===== src/rtl/riscv_ctrl_pkg.sv =====
// riscv_ctrl_pkg
// Shared definitions for the multicycle RV32 control path: the controller
// state encoding, the opcodes it recognises, the datapath mux-select codes
// and the ALU operation codes.
package riscv_ctrl_pkg;

  localparam int INSTR_W_DEF = 32;

  typedef enum logic [3:0] {
    S_FETCH    = 4'd0,
    S_DECODE   = 4'd1,
    S_MEMADR   = 4'd2,
    S_MEMREAD  = 4'd3,
    S_MEMWB    = 4'd4,
    S_MEMWRITE = 4'd5,
    S_EXECR    = 4'd6,
    S_EXECI    = 4'd7,
    S_ALUWB    = 4'd8,
    S_HALT     = 4'd9
  } state_t;

  // Opcodes (instr[6:0])
  localparam logic [6:0] OP_LW = 7'b0000011;
  localparam logic [6:0] OP_SW = 7'b0100011;
  localparam logic [6:0] OP_R  = 7'b0110011;
  localparam logic [6:0] OP_I  = 7'b0010011;

  // funct3 / funct7 values accepted by this core
  localparam logic [2:0] F3_ADD  = 3'b000;
  localparam logic [2:0] F3_WORD = 3'b010;
  localparam logic [6:0] F7_BASE = 7'b0000000;
  localparam logic [6:0] F7_ALT  = 7'b0100000;

  // result_src encodings
  localparam logic [1:0] RES_ALU_OUT    = 2'b00;
  localparam logic [1:0] RES_DATA       = 2'b01;
  localparam logic [1:0] RES_ALU_RESULT = 2'b10;

  // alu_src_a encodings
  localparam logic [1:0] SRCA_PC  = 2'b00;
  localparam logic [1:0] SRCA_RS1 = 2'b01;

  // alu_src_b encodings
  localparam logic [1:0] SRCB_RS2  = 2'b00;
  localparam logic [1:0] SRCB_FOUR = 2'b01;
  localparam logic [1:0] SRCB_IMM  = 2'b10;
  localparam logic [1:0] SRCB_ZERO = 2'b11;

  // ALU operations
  localparam logic [2:0] ALU_ADD = 3'b000;
  localparam logic [2:0] ALU_SUB = 3'b001;

endpackage


===== src/rtl/alu_decoder.sv =====
// alu_decoder
// Combinational instruction-field decoder for the multicycle controller.
// Ports:
//   opcode      in  7  instr[6:0]
//   funct3      in  3  instr[14:12]
//   funct7      in  7  instr[31:25]
//   alu_control out 3  ALU op used in EXECR (add, or sub when funct7[5])
//   illegal     out 1  instruction is not one of lw, sw, addi, add, sub
module alu_decoder
  import riscv_ctrl_pkg::*;
(
  input  logic [6:0] opcode,
  input  logic [2:0] funct3,
  input  logic [6:0] funct7,
  output logic [2:0] alu_control,
  output logic       illegal
);

  always_comb begin
    // funct7[5] (instr[30]) distinguishes sub from add for R-type.
    alu_control = funct7[5] ? ALU_SUB : ALU_ADD;
    illegal     = 1'b0;
    case (opcode)
      OP_R:        illegal = (funct3 != F3_ADD) ||
                             ((funct7 != F7_BASE) && (funct7 != F7_ALT));
      OP_I:        illegal = (funct3 != F3_ADD);
      OP_LW, OP_SW: illegal = (funct3 != F3_WORD);
      default:     illegal = 1'b1;
    endcase
  end

endmodule


===== src/rtl/multicycle_controller.sv =====
// multicycle_controller
// Control FSM for the multicycle RV32 core. Sequences one state per clock
// for lw, sw, addi, add and sub; halts (sticky) on anything else.
// Optional feature: define CTRL_PERF_CNT_EN to add the instret counter port.
// Ports:
//   clk                 in  1   clock, rising edge
//   reset               in  1   asynchronous, active-high; forces FETCH
//   instr               in  32  IR contents from the datapath
//   mem_write           out 1   memory write strobe
//   reg_write           out 1   register-file write strobe
//   ir_write            out 1   IR load strobe
//   pc_write            out 1   PC load strobe
//   instruction_or_data out 1   address select (0 pc, 1 result)
//   result_src          out 2   result mux select
//   alu_src_a           out 2   ALU A select
//   alu_src_b           out 2   ALU B select
//   alu_control         out 3   ALU operation
//   halted              out 1   high in HALT
//   state_dbg           out 4   current state encoding
//   instret             out 32  retired-instruction count (CTRL_PERF_CNT_EN only)
module multicycle_controller
  import riscv_ctrl_pkg::*;
#(
  parameter int INSTR_W = INSTR_W_DEF
) (
  input  logic               clk,
  input  logic               reset,
  input  logic [INSTR_W-1:0] instr,
  output logic               mem_write,
  output logic               reg_write,
  output logic               ir_write,
  output logic               pc_write,
  output logic               instruction_or_data,
  output logic [1:0]         result_src,
  output logic [1:0]         alu_src_a,
  output logic [1:0]         alu_src_b,
  output logic [2:0]         alu_control,
  output logic               halted,
  output logic [3:0]         state_dbg
`ifdef CTRL_PERF_CNT_EN
  ,
  output logic [31:0]        instret
`endif
);

  state_t     state_reg;
  state_t     state_next;
  logic [6:0] opcode;
  logic [2:0] dec_alu_control;
  logic       dec_illegal;

  // Register-number and immediate fields are datapath concerns only.
  logic unused_instr_bits;
  assign unused_instr_bits = ^{instr[24:15], instr[11:7]};

  assign opcode = instr[6:0];

  alu_decoder u_alu_decoder (
    .opcode      (opcode),
    .funct3      (instr[14:12]),
    .funct7      (instr[31:25]),
    .alu_control (dec_alu_control),
    .illegal     (dec_illegal)
  );

  always_ff @(posedge clk or posedge reset) begin
    if (reset) state_reg <= S_FETCH;
    else       state_reg <= state_next;
  end

  always_comb begin
    state_next          = state_reg;
    mem_write           = 1'b0;
    reg_write           = 1'b0;
    ir_write            = 1'b0;
    pc_write            = 1'b0;
    instruction_or_data = 1'b0;
    result_src          = RES_ALU_OUT;
    alu_src_a           = SRCA_PC;
    alu_src_b           = SRCB_RS2;
    alu_control         = ALU_ADD;
    halted              = 1'b0;

    case (state_reg)
      S_FETCH: begin
        state_next = S_DECODE;
        ir_write   = 1'b1;
        pc_write   = 1'b1;
        alu_src_b  = SRCB_FOUR;
        result_src = RES_ALU_RESULT;
      end
      S_DECODE: begin
        // The decoder flags every unsupported opcode as illegal, so the
        // opcode case below only needs the legal encodings.
        if (dec_illegal) state_next = S_HALT;
        else begin
          case (opcode)
            OP_LW, OP_SW: state_next = S_MEMADR;
            OP_R:         state_next = S_EXECR;
            OP_I:         state_next = S_EXECI;
            default:      state_next = S_HALT;
          endcase
        end
      end
      S_MEMADR: begin
        state_next = (opcode == OP_LW) ? S_MEMREAD : S_MEMWRITE;
        alu_src_a  = SRCA_RS1;
        alu_src_b  = SRCB_IMM;
      end
      S_MEMREAD: begin
        state_next          = S_MEMWB;
        instruction_or_data = 1'b1;
        result_src          = RES_ALU_OUT;
      end
      S_MEMWB: begin
        state_next = S_FETCH;
        reg_write  = 1'b1;
        result_src = RES_DATA;
      end
      S_MEMWRITE: begin
        state_next = S_FETCH;
        mem_write  = 1'b1;
      end
      S_EXECR: begin
        state_next  = S_ALUWB;
        alu_src_a   = SRCA_RS1;
        alu_src_b   = SRCB_RS2;
        alu_control = dec_alu_control;
      end
      S_EXECI: begin
        state_next = S_ALUWB;
        alu_src_a  = SRCA_RS1;
        alu_src_b  = SRCB_IMM;
      end
      S_ALUWB: begin
        state_next = S_FETCH;
        reg_write  = 1'b1;
        result_src = RES_ALU_OUT;
      end
      S_HALT: begin
        halted = 1'b1;
      end
      default: state_next = S_HALT;
    endcase

    // Reset gates the outputs combinationally so strobes drop the instant
    // reset rises, not at the next clock edge (state already reads FETCH).
    if (reset) begin
      mem_write           = 1'b0;
      reg_write           = 1'b0;
      ir_write            = 1'b0;
      pc_write            = 1'b0;
      instruction_or_data = 1'b0;
      result_src          = RES_ALU_OUT;
      alu_src_a           = SRCA_PC;
      alu_src_b           = SRCB_RS2;
      alu_control         = ALU_ADD;
      halted              = 1'b0;
    end
  end

  assign state_dbg = state_reg;

`ifdef CTRL_PERF_CNT_EN
  logic [31:0] instret_reg;

  // Every writeback/store state is the final state of an instruction and
  // always exits to FETCH, so being in one of them at an edge means retire.
  always_ff @(posedge clk or posedge reset) begin
    if (reset) instret_reg <= 32'd0;
    else if ((state_reg == S_MEMWB) || (state_reg == S_MEMWRITE) ||
             (state_reg == S_ALUWB))
      instret_reg <= instret_reg + 32'd1;
  end

  assign instret = instret_reg;
`endif

endmodule


===== config.mk =====
export PLATFORM = sky130hd
export DESIGN_NAME = multicycle_controller
export DESIGN_NICKNAME = d
export VERILOG_FILES = /design/src/rtl/riscv_ctrl_pkg.sv /design/src/rtl/alu_decoder.sv /design/src/rtl/multicycle_controller.sv
export SDC_FILE = /design/constraint.sdc
export NUM_CORES = 1
export LEC_CHECK = 0
export BUFFER_PORTS_ARGS = -buffer_cell sky130_fd_sc_hd__buf_2
export CAP_MARGIN = 20
export CELL_PAD_IN_SITES_DETAIL_PLACEMENT = 0
export CELL_PAD_IN_SITES_GLOBAL_PLACEMENT = 1
export CORE_UTILIZATION = 19
export CTS_CLUSTER_DIAMETER = 150
export CTS_CLUSTER_SIZE = 12
export DETAILED_ROUTE_END_ITERATION = 6
export PLACE_DENSITY = 0.84
export SETUP_SLACK_MARGIN = 0.5
export SKIP_CTS_REPAIR_TIMING = 1
export SYNTH_ARGS = -nofsm -noshare
export SYNTH_HDL_FRONTEND = slang
export SYNTH_SLANG_ARGS = --single-unit

===== constraint.sdc =====
create_clock -name clk -period 1.6 [get_ports clk]
set_input_delay 0.4 -clock clk [delete_from_list [all_inputs] [get_ports clk]]
set_output_delay 0.4 -clock clk [all_outputs]
set_load 0.02 [all_outputs]

Word-level counts from Yosys, hierarchy flattened. Index checks and enable logic that the tools add are counted.

Muxes and demuxes: 24. Reductions and logical operators: 11. Equal/unequal tests: 15.

Operators by type and width (number): case mux 4 bit (7 select lines) (1); equality test 4 x 3 -> 1 bit (second input constant) (4); equality test 7 x 6 -> 1 bit (second input constant) (2); 2-to-1 mux 1 bit (12); case mux 4 bit (3 select lines) (1); 2-to-1 mux 3 bit (3); equality test 4 x 2 -> 1 bit (second input constant) (2); equality test 4 bit (second input constant) (2); case mux 2 bit (2 select lines) (2); OR reduction 2 bit (4); equality test 7 x 2 -> 1 bit (second input constant) (1); equality test 7 x 5 -> 1 bit (second input constant) (1); inequality test 7 x 6 -> 1 bit (second input constant) (1); nonzero test 7 bit (1); 2-to-1 mux 2 bit (3); OR reduction 3 bit (2); equality test 4 x 1 -> 1 bit (second input constant) (1); zero test 4 bit (1); 2-to-1 mux 4 bit (1); inequality test 3 x 2 -> 1 bit (second input constant) (1); case mux 1 bit (3 select lines) (1); nonzero test 3 bit (1); logical AND 1 bit (1); logical OR 1 bit (1).

Bits of input ports: 34. Bits in registers: 4.

Depth between registers and ports, before layout.
Depth in word-level cells: 6. Depth in mapped cells: 6.

Cells and area by module. From an unflattened synthesis, not the netlist that was laid out.

Cell total of the unflattened synthesis: 66. Area, all modules: 529.3 um^2.

Modules (own cells, without submodules): multicycle_controller (area each 456.7 um^2, cells an instance 55, times used 1); alu_decoder (area each 72.6 um^2, cells an instance 11, times used 1).

Worst setup path after synthesis. No wires, ideal clock.

Kind: reg-to-output. Start: register state_reg[3] (netlist: state_dbg[3]). End: output port instruction_or_data. Data required time: 1.200 ns. Cell stages (with the launch flop): 5. Setup slack: -0.327 ns. Arrival time: 1.527 ns. Cells stage by stage: dfrtp_1 -> clkbuf_1 -> nor2_1 -> nand2_1 -> nor3b_1.

Longest elaborated chain between the ends: 3.

Ends and longest elaborated chain: from (decl) (line multicycle_controller.sv:46) `state_t state_reg;`; from (signal assigned) (line multicycle_controller.sv:68) `else state_reg <= state_next;`; equality test 4 x 2 -> 1 bit (line multicycle_controller.sv:84) `case (state_reg)`; 2-to-1 mux 1 bit (line multicycle_controller.sv:84); 2-to-1 mux 1 bit (line multicycle_controller.sv:148) `if (reset) begin`; to (decl) (line multicycle_controller.sv:33) `output logic instruction_or_data,`.

No other way between the ends.

Worst setup path after layout. Same ends and word-level chain as after synthesis.

==> metrics.txt <==
# TYPE chip_impl_metric gauge
chip_impl_metric{name="pin_count",unit=""} 53
chip_impl_metric{name="synthCells",unit=""} 62
chip_impl_metric{name="final.setup.tns",unit="ns"} -0.474
chip_impl_metric{name="finalWorstSetupSlack",unit="ns"} -0.107
chip_impl_metric{name="detailedRoute.firstPassIterationCount",unit=""} 3
chip_impl_info{name="netlist.top_cell.by_area",value="sky130_fd_sc_hd__dfrtp_1"} 1
chip_impl_metric{name="synth.distinct_cells",unit=""} 26
chip_impl_metric{name="overflow",unit=""} 0
chip_impl_metric{name="synth-async-reset-ratio",unit="%"} 100
chip_impl_info{name="setup_repair_after_global_routing_missed_its_margin",value="yes"} 1
chip_impl_info{name="timing.rr.start",value="state_dbg[1]"} 1
chip_impl_info{name="timing.critical_path.from",value="state_dbg[3]"} 1
chip_impl_metric{name="cts-buffers-inserted",unit=""} 3
chip_impl_metric{name="antennaDiodeCount",unit=""} 0
chip_impl_metric{name="fp.coreArea",unit="mm^2"} 0.00219
chip_impl_metric{name="finalMaxSlewViolations",unit=""} 0
chip_impl_metric{name="floorplan.initialDensity",unit="%"} 20.0
chip_impl_metric{name="global_route.usage.total",unit="%"} 10.4
chip_impl_info{name="outcome",value="complete, but fails checks"} 1
chip_impl_info{name="criticalPathCategory",value="flop to output port"} 1
chip_impl_metric{name="reg2regPathDepth",unit=""} 6
chip_impl_info{name="cp-endpoint",value="instruction_or_data"} 1
chip_impl_metric{name="cp_data_required_time",unit="ns"} 1.20
chip_impl_metric{name="floorplan.die_area",unit="mm^2"} 0.00250
chip_impl_metric{name="fmaxAchievable",unit="MHz"} 586
chip_impl_metric{name="min_period",unit="ns"} 1.71
chip_impl_metric{name="die-height",unit="um"} 50.0
chip_impl_metric{name="clk-insertion-delay-late",unit="ns"} 0.24
chip_impl_metric{name="initial_antenna_violation_count",unit=""} 0
chip_impl_metric{name="place_congestion",unit=""} 0.836
chip_impl_metric{name="cellPowerDensity",unit="mW/mm^2"} 296
chip_impl_metric{name="seq_area_frac_synth",unit="%"} 22.9
chip_impl_metric{name="share_of_final_layout_standard_cells_stronger_than_drive_strength_1",unit="%"} 74.1
chip_impl_metric{name="drt_iter0_markers",unit=""} 2
chip_impl_metric{name="core.rowCount",unit=""} 17
chip_impl_metric{name="max-vdd-ir-drop",unit="mV"} 0.273
chip_impl_metric{name="cts.path.max_buffers",unit=""} 2
chip_impl_metric{name="drt-wirelength-per-cell",unit="um"} 11.1
chip_impl_metric{name="largest_reg_flops",unit=""} 4
chip_impl_metric{name="setup_skew_after_layout",unit="ns"} 0.00207
chip_impl_metric{name="reg2reg_slack",unit="ns"} 0.11
chip_impl_metric{name="p_leak",unit="uW"} 0.000514
chip_impl_metric{name="cp.arrival",unit="ns"} 1.31
chip_impl_metric{name="p_total",unit="uW"} 310
chip_impl_metric{name="wire_length_of_the_first_global_routing_pass",unit="um"} 1990
chip_impl_metric{name="routed_wl",unit="um"} 1590
chip_impl_metric{name="routed_via_density",unit=""} 4.51
chip_impl_metric{name="hold_viol_final",unit=""} 0
chip_impl_metric{name="dp_cells",unit=""} 122
chip_impl_metric{name="ant_nets",unit=""} 0
chip_impl_info{name="ctsRootBufferMaster",value="sky130_fd_sc_hd__clkbuf_4"} 1
chip_impl_info{name="synth.top_cells.by_area",value="sky130_fd_sc_hd__dfrtp_1 (23%), sky130_fd_sc_hd__buf_4 (8.6%), sky130_fd_sc_hd__nor2_1 (7.7%), sky130_fd_sc_hd__nand2_1 (5.1%), sky130_fd_sc_hd__o21ai_0 (4.6%)"} 1
chip_impl_info{name="worst_hold_path_type",value="input pin to async pin"} 1
chip_impl_info{name="critPathCaptureType",value="output port"} 1
chip_impl_info{name="synth_common_cells",value="sky130_fd_sc_hd__nor2_1 (9), sky130_fd_sc_hd__nand2_1 (6), sky130_fd_sc_hd__buf_4 (5)"} 1
chip_impl_info{name="failing_checks",value="negative setup slack"} 1
chip_impl_metric{name="cts_htree_levels",unit=""} 1
chip_impl_metric{name="clkTransAtPathRegs",unit="ns"} 0.04
chip_impl_metric{name="synth.ff_latch_count",unit=""} 4
chip_impl_info{name="worst_r2r_endpoint",value="state_dbg[0]"} 1
chip_impl_metric{name="place_ws",unit="ns"} -0.128
chip_impl_metric{name="detailed_route_via_count",unit=""} 649
chip_impl_metric{name="clock_sinks",unit=""} 4
chip_impl_metric{name="io_buffers",unit=""} 34
chip_impl_metric{name="ys.warnings.count",unit=""} 0
chip_impl_metric{name="route.detailed.drc",unit=""} 0
chip_impl_metric{name="finalSetupViolations",unit=""} 11
chip_impl_metric{name="syn-mean-instance-area",unit="um^2"} 7.06
chip_impl_info{name="yosysMostFrequentCell",value="sky130_fd_sc_hd__nor2_1"} 1
chip_impl_metric{name="timing.final.crit_share",unit="%"} 107
chip_impl_info{name="synthFlopType",value="sky130_fd_sc_hd__dfrtp_1"} 1
chip_impl_metric{name="die_w",unit="um"} 50.0
chip_impl_info{name="cts_tree",value="done"} 1
chip_impl_metric{name="timing.critical_path.fanout_max",unit=""} 5
chip_impl_info{name="critPathLaunchType",value="flop"} 1
chip_impl_metric{name="first_global_vias",unit=""} 502
chip_impl_metric{name="synth_top_area_share",unit="%"} 22.9
chip_impl_metric{name="final-instance-count-excl-fill",unit=""} 144
chip_impl_metric{name="maxCapViolations",unit=""} 0
chip_impl_metric{name="dpl.hpwl",unit="um"} 1000
chip_impl_metric{name="synth-edff-count",unit=""} 0
chip_impl_metric{name="layout-area-overhead-vs-synth",unit="%"} 139
chip_impl_metric{name="post_synth_instance_area",unit="um^2"} 438
chip_impl_metric{name="pin_count_of_the_biggest_net_entering_global_routing",unit=""} 13
chip_impl_metric{name="nets",unit=""} 151
## cell usage in the layout, fill, tap and decap left out, types with 3 or more instances in the layout
cell                        n
sky130_fd_sc_hd__conb_1     3
sky130_fd_sc_hd__o21ai_0    3
sky130_fd_sc_hd__inv_1      4
sky130_fd_sc_hd__clkbuf_4   3
sky130_fd_sc_hd__dfrtp_2    4
sky130_fd_sc_hd__buf_6     15
sky130_fd_sc_hd__nor3_4     3
sky130_fd_sc_hd__nor2_2     3
sky130_fd_sc_hd__nor2_1     3
sky130_fd_sc_hd__nor2_4     4
sky130_fd_sc_hd__buf_2     17
sky130_fd_sc_hd__nand2_1    3
sky130_fd_sc_hd__buf_4     22
## cells by family after synthesis
kind of cell / count (synthesis) / share of synthesized area [%]
and+or+nand+nor: 32 / 40.6
buffers and inverters: 12 / 15.1
AOI/OAI and AO/OA: 11 / 16.6
DFF: 4 / 22.9
xor gates and xnor gates: 2 / 4.00
other: 1 / 0.856
## report_power, final
part / switching [uW] / internal (uW)
Clock: 48.8 / 94.1
Combinational: 32.7 / 31.9
Sequential: 0.429 / 102
Total: 81.9 / 228
## critical path, cell delays in order (launching register included)
cell and delay [ns]:
sky130_fd_sc_hd__dfrtp_2 0.45, sky130_fd_sc_hd__nor2_4 0.19, sky130_fd_sc_hd__nand2_4 0.10, sky130_fd_sc_hd__nor3b_4 0.18, sky130_fd_sc_hd__buf_6 0.14
## metal layers
| metal | vias up | part of all wire (%) | track usage, % |
|---|---|---|---|
| met1 | 295 | 43 | 12.2 |
| li1 | 319 | - | - |
| met4 | 0 | 1.2 | 5.71 |
| met5 | - | 0 | 0 |
| met2 | 33 | 50 | 16.4 |
| met3 | 2 | 6.1 | 3.40 |
## through the flow
stage | hold WS (ns) | area (um^2) | utilization, %
CTS | 0.305 | 733 | 33.5
global route | 0.323 | 1050 | 47.8
floorplan | 0.171 | 553 | -
global placement | 0.551 | 707 | 32.3
detailed placement | 0.562 | 707 | 32.3
finish | 0.322 | 1050 | 47.8
## how the worst min path moves through the flow
stage / start / to / slack, ns / cells past startpoint
floorplan: reset / state_dbg[1] / 0.17 / 1
global placement: reset / state_dbg[1] / 0.55 / 4
detailed placement: reset / state_dbg[1] / 0.56 / 4
CTS: reset / state_dbg[0] / 0.30 / 4
global route: reset / state_dbg[0] / 0.32 / 4
finish: reset / state_dbg[1] / 0.32 / 4
## cell type report
class / count / area, um^2
Timing Repair Buffer: 56 / 452
Fill cell: 210 / 1140
Sequential cell: 4 / 105
Multi-Input combinational cell: 48 / 414
Tap cell: 28 / 35.0
Clock buffer: 4 / 26.3
Inverter: 4 / 15.0
No activity file was read; power rests on OpenSTA's default activity.
